`config.mk`:
```
export PLATFORM = sky130hd
export DESIGN_NAME = maindec_pipe_flat
export DESIGN_NICKNAME = d
export VERILOG_FILES = /design/src/rtl/maindec_pipe_if.sv /design/src/rtl/maindec_pipe.sv /design/src/flat_wrapper.sv
export SDC_FILE = /design/constraint.sdc
export NUM_CORES = 1
export LEC_CHECK = 0
export BUFFER_PORTS_ARGS = -buffer_cell sky130_fd_sc_hd__buf_2
export CAP_MARGIN = 20
export CORE_ASPECT_RATIO = 1.25
export CORE_MARGIN = 2
export CORE_UTILIZATION = 46
export CTS_CLUSTER_DIAMETER = 100
export DETAILED_ROUTE_END_ITERATION = 10
export PLACE_DENSITY_LB_ADDON = 0.3
export SYNTH_ARGS = -nofsm -noshare
export SYNTH_HDL_FRONTEND = slang
export SYNTH_SLANG_ARGS = --single-unit
```
`constraint.sdc`:
```
create_clock -name clk -period 1.7 [get_ports clk]
set_input_delay 0.085 -clock clk [delete_from_list [all_inputs] [get_ports clk]]
set_output_delay 0.085 -clock clk [all_outputs]
set_load 0.005 [all_outputs]
```
`src/rtl/maindec_pipe_if.sv`:
```
// ID-stage decode request and pipelined control-word results of maindec_pipe.
// The master side issues instructions and pipeline control; the slave side is the decoder.
interface maindec_pipe_if #(
  parameter int PIPE_DEPTH = 3,
  parameter int CNT_W      = 16
);
  logic                    id_valid;
  logic [5:0]              op;
  logic [5:0]              funct;
  logic                    stall;
  logic                    flush;
  logic                    hold;
  logic [8*PIPE_DEPTH-1:0] cw_q;
  logic [PIPE_DEPTH-1:0]   valid_q;
  logic                    illegal_e;
  logic [CNT_W-1:0]        illegal_cnt;

  modport master (
    output id_valid, op, funct, stall, flush, hold,
    input  cw_q, valid_q, illegal_e, illegal_cnt
  );

  modport slave (
    input  id_valid, op, funct, stall, flush, hold,
    output cw_q, valid_q, illegal_e, illegal_cnt
  );
endinterface

```
`src/rtl/maindec_pipe.sv`:
```
// MIPS main decoder feeding a chain of control-word pipeline registers
// with bubble insertion, global hold, deferred flush and an illegal-op counter.
module maindec_pipe #(
  parameter int PIPE_DEPTH = 3,
  parameter int CNT_W      = 16
) (
  input  logic           clk,
  input  logic           rst,
  maindec_pipe_if.slave  bus
);

  // Returns {illegal, cw}; cw bits are regwrite,regdst,alusrc,branch,memwrite,memtoreg,jump,link.
  function automatic logic [8:0] decode(input logic vld, input logic [5:0] op,
                                        input logic [5:0] funct);
    logic [8:0] r;
    r = 9'h100;
    case (op)
      6'b000000: begin
        case (funct)
          6'b100000, 6'b100010, 6'b100100, 6'b100101, 6'b100110,
          6'b100111, 6'b101010, 6'b000000, 6'b000010: r = 9'h0C0;
          default:                                    r = 9'h100;
        endcase
      end
      6'b001100, 6'b001101, 6'b001110, 6'b001111, 6'b001000: r = 9'h0A0;
      6'b100011: r = 9'h0A4;
      6'b101011: r = 9'h028;
      6'b000100, 6'b000101: r = 9'h010;
      6'b000010: r = 9'h002;
      6'b000011: r = 9'h083;
      default:   r = 9'h100;
    endcase
    if (!vld) r = 9'h000;
    return r;
  endfunction

  logic [7:0]            cw_p [PIPE_DEPTH];
  logic [PIPE_DEPTH-1:0] vld_p;
  logic                  ill_p0;
  logic                  flush_pend;
  logic [CNT_W-1:0]      cnt;
  logic [8:0]            dec;
  logic                  bubble;
  logic                  count_en;

  assign dec      = decode(bus.id_valid, bus.op, bus.funct);
  assign bubble   = bus.stall | bus.flush | flush_pend;
  assign count_en = !bus.hold && !bubble && dec[8] && (cnt != {CNT_W{1'b1}});

  // Stage 0 (EX) load and downstream shift; hold freezes the whole chain.
  always_ff @(posedge clk) begin
    if (rst) begin
      for (int k = 0; k < PIPE_DEPTH; k++) cw_p[k] <= 8'h00;
      vld_p  <= '0;
      ill_p0 <= 1'b0;
    end else if (!bus.hold) begin
      if (bubble) begin
        cw_p[0]  <= 8'h00;
        vld_p[0] <= 1'b0;
        ill_p0   <= 1'b0;
      end else begin
        cw_p[0]  <= dec[7:0];
        vld_p[0] <= bus.id_valid;
        ill_p0   <= dec[8];
      end
      for (int k = 1; k < PIPE_DEPTH; k++) begin
        cw_p[k]  <= cw_p[k-1];
        vld_p[k] <= vld_p[k-1];
      end
    end
  end

  // A flush seen during hold is replayed as a bubble on the first non-hold cycle.
  always_ff @(posedge clk) begin
    if (rst)           flush_pend <= 1'b0;
    else if (bus.hold) flush_pend <= flush_pend | bus.flush;
    else               flush_pend <= 1'b0;
  end

  always_ff @(posedge clk) begin
    if (rst)           cnt <= '0;
    else if (count_en) cnt <= cnt + 1'b1;
  end

  for (genvar k = 0; k < PIPE_DEPTH; k++) begin : g_out
    assign bus.cw_q[8*k +: 8] = cw_p[k];
  end
  assign bus.valid_q     = vld_p;
  assign bus.illegal_e   = ill_p0 & vld_p[0];
  assign bus.illegal_cnt = cnt;

endmodule

```
`src/flat_wrapper.sv`:
```
// flat-port wrapper written by rule: the top's interface ports become plain ports
module maindec_pipe_flat 
#(
  parameter int PIPE_DEPTH = 3,
  parameter int CNT_W      = 16
)
  (clk, rst, bus_id_valid, bus_op, bus_funct, bus_stall, bus_flush, bus_hold, bus_cw_q, bus_valid_q, bus_illegal_e, bus_illegal_cnt);
  maindec_pipe_if #(.PIPE_DEPTH(PIPE_DEPTH), .CNT_W(CNT_W)) bus_i ();
  input  logic clk;
  input  logic rst;
  input wire logic [$bits(bus_i.id_valid)-1:0] bus_id_valid;
  input wire logic [$bits(bus_i.op)-1:0] bus_op;
  input wire logic [$bits(bus_i.funct)-1:0] bus_funct;
  input wire logic [$bits(bus_i.stall)-1:0] bus_stall;
  input wire logic [$bits(bus_i.flush)-1:0] bus_flush;
  input wire logic [$bits(bus_i.hold)-1:0] bus_hold;
  output wire logic [$bits(bus_i.cw_q)-1:0] bus_cw_q;
  output wire logic [$bits(bus_i.valid_q)-1:0] bus_valid_q;
  output wire logic [$bits(bus_i.illegal_e)-1:0] bus_illegal_e;
  output wire logic [$bits(bus_i.illegal_cnt)-1:0] bus_illegal_cnt;
  assign bus_i.id_valid = bus_id_valid;
  assign bus_i.op = bus_op;
  assign bus_i.funct = bus_funct;
  assign bus_i.stall = bus_stall;
  assign bus_i.flush = bus_flush;
  assign bus_i.hold = bus_hold;
  assign bus_cw_q = bus_i.cw_q;
  assign bus_valid_q = bus_i.valid_q;
  assign bus_illegal_e = bus_i.illegal_e;
  assign bus_illegal_cnt = bus_i.illegal_cnt;
  maindec_pipe #(.PIPE_DEPTH(PIPE_DEPTH), .CNT_W(CNT_W)) u_core (.clk(clk), .rst(rst), .bus(bus_i));
endmodule
```
==> metrics <==
status=finished with violations; failing checks=negative setup slack; Clock Power Share=0.333; Syn Area/Cell=10.4 sq um; Final Skew=0.00146 ns; #FFs+latches synth=45; reg2reg end=u_core.bus.illegal_cnt[9]; RSZ-0062 raised after global routing=true; # setup viols final=9; die height=79.7 microns; ys flop type=edfxtp_1; Worst EP required=1.90 ns; CTS max path bufs=2; most common cell after layout, fill and taps aside=buf_2; vias in the first global route=1734; CTS tree=yes; layout cells sized above 1=0.469; most frequent cells in the layout=61 x buf_2, 35 x buf_4, 24 x edfxtp_1; Residual DRC=0; sequential share of the synthesized area=0.541; Worst Hold Class=input port to flip-flop; Via density=5.28; switching portion of total power=0.242; M1 GR Usage=0.231; clock sink count=45; Cell Area, Synth=0.00211 sq mm; final worst slack=-0.0817 ns; Internal=1560 uW; DIE AREA=0.00514 sq mm; worst-skew pair later-pin latency=0.30 ns; ANT nets after route=0; Vias=1906; Switch Pwr=498 uW; met2 Use GR=0.344; Max-Cap Viols=0; Rel. slew slack=0.691; met3 usage=0.0437; R2R setup slack=-0.08 ns; setup TNS=-0.324 ns; initial antenna violation count=0; Nets=321; clock slew at the register clock pins of the worst setup and hold paths=0.09 ns; minimum clock period=1.78 ns; Crit Path Class=flip-flop to flip-flop; pin count of the biggest net entering global routing=28; Port-buffer cells=61; Area growth syn-to-layout=40.7%; Crit Reg-Reg Startpoint=u_core.flush_pend; final worst-path cycle share=1.05; hold path start=bus_flush; initial detailed-routing violation count=93; first-pass GRT wire length=7.82 mm; Cell Rows=27; Top Ports=62; Worst VDD drop=0.447 mV; htree depth=2; Worst Hold Path EP=u_core.flush_pend; Top Usage Layer GRT=met2; CTS root buf=clkbuf_8; crit-path max FO=3; core area=0.00439 sq mm; Ant. Diodes=0; GP Congestion=0.825; Flop pwr share=0.577; GRT Total Usage=0.195; YS warnings=0; CP arrival=1.98 ns; synth unique cells=46; Max Freq=0.561 GHz; router iterations before antenna repair=4; number of synthesized flops with an enable pin=24; cts bufs inserted=5; Comb power frac=0.090; Synthesized Nets=221; final WL=4.99 mm; Post-synth ARST share=0; Worst Tran Pin Value=0.462 ns; FF-to-FF path depth=7; total grt overflow=0; Initial Util=0.480; leak pwr=0.00124 uW; cell count after synthesis=202; Hold Path Depth=3; Final Max Slew Viols=0; Final HPWL DP=3.43 mm; worst slack at placement=-0.219 ns; CP startpoint kind=flip-flop; DIE WIDTH=64.6 microns; CP endpoint kind=flip-flop; Fillers=351; final count of hold timing violations=0; WL/cell=13.8 microns; Hold-fix buffers, CTS=0; Pwr Density=694 mW/mm^2
==> worst max path at each step <==
stage	slack, ns	cells past startpoint	startpoint	endpoint
3_3_place_gp	-0.13	5	u_core.flush_pend	u_core.bus.illegal_cnt[10]
4_1_cts	-0.009	5	u_core.flush_pend	u_core.bus.illegal_cnt[15]
6_report	-0.08	7	u_core.flush_pend	u_core.bus.illegal_cnt[9]
3_5_place_dp	-0.22	7	bus_op[5]	u_core.bus.illegal_cnt[2]
2_1_floorplan	0.006	5	u_core.flush_pend	u_core.bus.illegal_cnt[8]
5_1_grt	-0.17	7	u_core.flush_pend	u_core.bus.illegal_cnt[9]
==> layer usage <==
layer,share of wire,wire [microns]
met3,0.059,295
met5,0,0
met2,0.53,2650
met4,0.012,59
met1,0.40,1990
==> flip-flops by register name (all words and copies together), names as in the netlist <==
signal,count
u_core.ill_p0,1
u_core.flush_pend,1
u_core.bus.valid_q,3
u_core.cw_p,24
u_core.bus.illegal_cnt,16
==> kinds of logic after synthesis <==
kind of cell	Yosys count	share of synthesized area
AOI/OAI and AO/OA	32	0.109
xor gates and xnor gates	1	0.00416
adders and majority gates	1	0.00593
buffers and inverters	10	0.0220
DFF	45	0.541
muxes	7	0.0356
and+or+nand+nor	106	0.282
==> synth_stat cells (all sizes together) (3+ instances only) <==
cell type	n	area, sq um
nor4	4	31.3
nor2	21	81.3
mux2i	3	30.0
dfxtp	21	420
clkbuf	4	15.0
or4	6	45.0
nor2b	7	43.8
inv	4	15.0
nand2b	5	31.3
a21oi	10	50.1
and2	17	106
edfxtp	24	721
mux2	4	45.0
nor3	7	35.0
or3	3	22.5
nand3	8	40.0
o21ai	4	20.0
nand2	16	60.1
o31ai	5	37.5
==> power by group through the flow <==
stage	Combinational [uW]	Clock (uW)	Sequential, uW
after floorplan	68.3	0	1220
after global placement	164	0	1210
after detailed placement	169	0	1210
after CTS	179	700	1190
after global routing	205	743	1190
final	186	686	1190
==> worst max-delay path: stages, from the launching register on <==
cell      delay [ns]
dfxtp_2         0.34
nor4b_4         0.27
buf_4           0.16
nand3b_1        0.08
a31oi_1         0.19
o21ai_1         0.15
nor2_1          0.18
mux2_4          0.32
==> through the flow <==
step           instance area [sq um]  hold WS [ns]  total power [uW]  std cells   util
6_report                        2970        0.0456              2060        361  0.675
5_1_grt                         2970        0.0727              2140        361  0.675
4_1_cts                         2870        0.0469              2070        359  0.653
3_5_place_dp                    2710         0.343              1380        347  0.616
3_3_place_gp                    2710         0.336              1370        347  0.616
2_1_floorplan                   2120         0.206              1290        202      -
==> timing repair <==
item	4_1_cts	5_1_grt
endpoints found under the setup margin	17	16
pin swaps	11	5
resized for setup	8	19
setup buffers	2	2
cloned	2	0
==> cell type report <==
type	instances	area [sq um]	share of cell area
well taps	58	72.6	0.0245
flip-flops and latches	45	1150	0.386
inverters	4	15.0	0.00506
clock inverters	3	25.0	0.00844
multi-input cells	149	1060	0.357
repair buffers	97	579	0.195
clock buffers	5	68.8	0.0232
Power figures use the tool's default switching activity.
